===== src/rtl/mod_n_updown_counter.sv =====
// -----------------------------------------------------------------------------
// mod_n_updown_counter
//
// Modulo-N up/down counter with synchronous clear, optional parallel load,
// a combinational terminal-count output for cascading and a registered
// one-cycle wrap pulse.
//
// Count range is 0..MODULUS-1. Per-edge priority is clr > load > en > hold.
//
// Build option:
//   MOD_COUNTER_LOAD_EN - when defined, `load`/`d` perform a clamped
//                         parallel load. When undefined, both ports stay on
//                         the interface but are ignored (load treated as 0).
// -----------------------------------------------------------------------------
module mod_n_updown_counter #(
  parameter int     WIDTH   = 4,   // counter width, 2..32
  parameter longint MODULUS = 16   // count modulus, 2..2**WIDTH
) (
  input  logic             clk,
  input  logic             reset_n,
  input  logic             en,
  input  logic             up_dn,
  input  logic             clr,
  input  logic             load,
  input  logic [WIDTH-1:0] d,
  output logic [WIDTH-1:0] q,
  output logic             tc,
  output logic             wrap
);

  // Highest legal count value; the up direction wraps from here to zero.
  localparam logic [WIDTH-1:0] LP_MAX_VAL = WIDTH'(MODULUS - 1);

  // Modulus held one bit wider so MODULUS == 2**WIDTH is representable and
  // the load clamp compare degenerates to "always in range".
  localparam logic [WIDTH:0]   LP_MOD_EXT = (WIDTH + 1)'(MODULUS);

  // ---------------------------------------------------------------------------
  // State
  // ---------------------------------------------------------------------------
  logic [WIDTH-1:0] r_q;
  logic             r_wrap;

  // ---------------------------------------------------------------------------
  // Combinational helpers
  // ---------------------------------------------------------------------------
  logic             w_load_eff;   // load strobe after build-option gating
  logic [WIDTH-1:0] w_load_val;   // clamped load value
  logic             w_at_max;     // count sits at MODULUS-1
  logic             w_at_min;     // count sits at 0
  logic             w_count;      // this edge is an enabled count step
  logic [WIDTH-1:0] w_inc;        // modulo increment of current count
  logic [WIDTH-1:0] w_dec;        // modulo decrement of current count
  logic [WIDTH-1:0] w_q_next;     // value registered on the next edge

`ifdef MOD_COUNTER_LOAD_EN
  // Out-of-range load values saturate at the top of the range so the count
  // can never leave 0..MODULUS-1.
  assign w_load_eff = load;
  assign w_load_val = ({1'b0, d} < LP_MOD_EXT) ? d : LP_MAX_VAL;
`else
  // Load path compiled out: the ports remain but carry no function.
  logic w_unused_load;
  assign w_load_eff    = 1'b0;
  assign w_load_val    = '0;
  assign w_unused_load = ^{load, d};
`endif

  assign w_at_max = (r_q == LP_MAX_VAL);
  assign w_at_min = (r_q == '0);

  // A count step only happens when nothing of higher priority claims the edge.
  assign w_count  = en & ~clr & ~w_load_eff;

  // Explicit wrap at the range ends; for a full binary modulus this matches
  // natural overflow, for shorter moduli it keeps the count in range.
  assign w_inc = w_at_max ? '0         : (r_q + WIDTH'(1));
  assign w_dec = w_at_min ? LP_MAX_VAL : (r_q - WIDTH'(1));

  // Terminal count is combinational so a cascaded stage can use it as its
  // enable on the same edge. Direction changes take effect immediately.
  assign tc = w_count & (up_dn ? w_at_max : w_at_min);

  // Next-count selection with clr > load > en > hold priority.
  always_comb begin
    w_q_next = r_q;
    if (clr) begin
      w_q_next = '0;
    end else if (w_load_eff) begin
      w_q_next = w_load_val;
    end else if (en) begin
      w_q_next = up_dn ? w_inc : w_dec;
    end
  end

  // Count and wrap registers; reset clears both immediately, without a clock.
  always_ff @(posedge clk or negedge reset_n) begin
    if (!reset_n) begin
      r_q    <= '0;
      r_wrap <= 1'b0;
    end else begin
      r_q    <= w_q_next;
      r_wrap <= tc;
    end
  end

  assign q    = r_q;
  assign wrap = r_wrap;

endmodule


===== config.mk =====
export PLATFORM = sky130hd
export DESIGN_NAME = mod_n_updown_counter
export DESIGN_NICKNAME = d
export VERILOG_FILES = /design/src/rtl/mod_n_updown_counter.sv
export SDC_FILE = /design/constraint.sdc
export NUM_CORES = 1
export LEC_CHECK = 0
export ABC_AREA = 0
export CAP_MARGIN = 20
export CORE_AREA = 2 2 39 41
export DETAILED_ROUTE_END_ITERATION = 10
export DIE_AREA = 0 0 41 43
export PLACE_DENSITY_LB_ADDON = 0.12
export SETUP_SLACK_MARGIN = 0.02
export SYNTH_ARGS = -nofsm -noshare
export SYNTH_HDL_FRONTEND = slang
export SYNTH_SLANG_ARGS = --single-unit

===== constraint.sdc =====
create_clock -name clk -period 3.1 [get_ports clk]
set_input_delay 0.62 -clock clk [delete_from_list [all_inputs] [get_ports clk]]
set_output_delay 0.62 -clock clk [all_outputs]
set_load 0.02 [all_outputs]

==> results of run 1 <==
## layout by cell type, fill, tap and decap left out
cell type	count
clkbuf_1	1
o311a_1	1
buf_4	3
o21ai_2	1
clkdlybuf4s50_1	10
nand2_1	2
nor2b_1	2
nor4b_1	1
dfrtp_1	5
mux2i_1	1
inv_1	2
ha_1	2
inv_2	1
clkbuf_4	3
o21ai_1	3
a21oi_1	4
nor3b_1	1
nor2_1	3
nor4b_4	1
mux2_1	1
nand3_1	2
xnor2_1	3
a311o_1	1
## layer usage
metal / GRT usage / part of all wire
met1: 0.131 / 0.46
met2: 0.166 / 0.50
met3: 0.0314 / 0.040
met4: 0.100 / 0
met5: 0 / 0
## area by class of cell
cell class	count	area [um2]	share of cell area
tap	16	20.0	0.0383
timing repair buffer	13	123	0.234
clock buffer	4	26.3	0.0502
inverter	3	11.3	0.0215
multi-input combinational	29	218	0.416
sequential	5	125	0.239
## Yosys cell counts (all sizes together)
cell type  instances  share of area
nand2              2          0.021
nor2b              2          0.034
mux2i              1          0.027
mux2               1          0.031
ha                 2          0.069
o311a              1          0.027
xnor2              3          0.072
a21oi              4          0.055
dfrtp              5           0.34
inv                3          0.031
o21ai              4          0.065
a311o              1          0.027
nor3b              1          0.021
buf                2          0.027
nand3              2          0.027
nor2               3          0.031
nor4b              2          0.089
## worst max-delay path: cells and delay by family
kind / cells / cell delay [ns]
buffers and inverters: 2 / 1.11
AO/OA/AOI/OAI: 2 / 0.29
AND/OR/NAND/NOR: 1 / 0.14
## stage by stage
stage               cells  cell area [um2]   util  setup WS [ns]  power, mW
floorplan              39              364      -           1.05      0.155
global placement       66              497  0.359          0.290      0.192
detailed placement     66              497  0.359          0.308      0.193
CTS                    70              523  0.378          0.285      0.269
global route           70              523  0.378          0.146      0.289
finish                 70              523  0.378          0.317      0.265
## sequential cells by signal, indices dropped and copies added, names as in the netlist
signal	flops
q	4
wrap	1
## kinds of logic (layout without fill, tap and decap cells)
logic type / Yosys count / in the layout / synth area share
multiplexers: 2 / 2 / 0.0584
AND/OR/NAND/NOR: 12 / 12 / 0.223
buffers and inverters: 5 / 20 / 0.0584
XOR/XNOR: 3 / 3 / 0.0722
adder cells (fa/ha/maj): 2 / 2 / 0.0687
AO/OA/AOI/OAI: 10 / 10 / 0.175
flip-flops: 5 / 5 / 0.344
## where the power goes
group / internal (mW) / leakage, nW / switching [mW]
sequential: 0.0741 / 0.0659 / 0.0198
combinational: 0.0529 / 0.130 / 0.0452
clock: 0.0485 / 0.0150 / 0.0242
total: 0.176 / 0.211 / 0.0892
## worst paths after layout
check,end,slack [ns],depth (start not counted)
max in group asynchronous,q[1],2.32,1
worst min-delay path,q[3],0.59,1
worst min register to register,wrap,0.70,2
worst max-delay path,tc,0.32,5
min in group clk,wrap,0.70,2
worst max register to register,q[3],1.61,5
==> impl_metrics.ini, run 1 <==
[worst_setup_path]
critical_path.max_stage_delay_ns = 0.64
crit_path_end_kind = output pin
startpoint_type = input pin
critical_path.max_fanout = 2
critPathArrivalTime_ns = 2.16
crit_required_ns = 2.48
critical_path_class = input pin to output pin
crit_start = en
rr_startpoint = q[0]
cp_cell_sequence = clkdlybuf4s50_1 -> nor2b_1 -> o21ai_1 -> a21oi_1 -> clkdlybuf4s50_1
cp_slowest_cell = clkdlybuf4s50_1
cpMostUsedCell = clkdlybuf4s50_1

[logic_synthesis]
netlist_area_um2 = 364
yosysSeqAreaShare = 0.344
syn-instance-count = 39
ys_types = 20
yosys_warnings = 0
syn_area_per_cell_um2 = 9.34
syn_nets = 51
synth-seq-cells = 5

[run_status]
status = finished clean

[grt]
antenna_found_initial = 0
first_global_vias = 315
grt-ovfl-total = 0
grt_max_degree = 9
grt.total_usage = 0.115
grt_pass1_wl_um = 1310

[clock_tree]
htreeDepth = 1
clock_latency_ns = 0.24
cts_setup_buffers = 0
cts_resized = 0
postCtsHoldBufs = 0
path_clk_slew_ns = 0.04
clockBufferDepth = 2
clockRootBuffer = clkbuf_4
clkSinkCount = 5
cts_tree = done
cts_buffers = 3

[pwr]
peakVddDrop_v = 0.000267
leakage_nw = 0.211
power_density_nw_per_um2 = 506

[sta]
finalSetupTns_ns = 0
worst_pin_slew_ns = 0.320
hold_slack_ns = 0.595
fmax_mhz = 359
worst_clock_skew_ns = 0.00249
rsz0062_at_grt = false
hold_viol = 0
relSlewSlack = 0.787
drv_slew = 0
finalCritPeriodShare = 0.898
timing.final.crit_period_ns = 2.78
setup_viol = 0

[routing]
viasPerCell = 4.76
vias = 333
drc_errors = 0
drt_iter0_markers = 8
final_antenna_net_count = 0
wl_um = 824
wl_per_cell_um = 11.8
first_pass_iters = 3

[die]
dieArea_um2 = 1760
io_pins = 16
placementRows = 14
die_x_um = 41
start_util = 0.263
die_h_um = 43
coreArea_um2 = 1380

[final_layout]
drive_gt1_frac = 0.167
fin_nets = 67
syn_to_final_growth_pct = 43.6
nFillCells = 149
antenna_cells = 0

[placement]
place_hpwl_um = 658
io_buffers = 10
place.gp.congestion = 0.712

[job]
cap_violations = 0

[worst_hold_path]
holdCritPathClass = input pin to async pin
No activity file was read; power rests on OpenSTA's default activity.
==> run 2, diff against run 1 <==
--- a/config.mk
+++ b/config.mk
@@ -6,10 +6,10 @@
 export NUM_CORES = 1
 export LEC_CHECK = 0
 export ABC_AREA = 0
-export CAP_MARGIN = 20
 export CORE_AREA = 2 2 39 41
 export DETAILED_ROUTE_END_ITERATION = 10
 export DIE_AREA = 0 0 41 43
+export HOLD_SLACK_MARGIN = 0.12
 export PLACE_DENSITY_LB_ADDON = 0.12
 export SETUP_SLACK_MARGIN = 0.02
 export SYNTH_ARGS = -nofsm -noshare
==> results of run 2 <==
The final DEF is identical to that of run 1; final timing and power are the same.
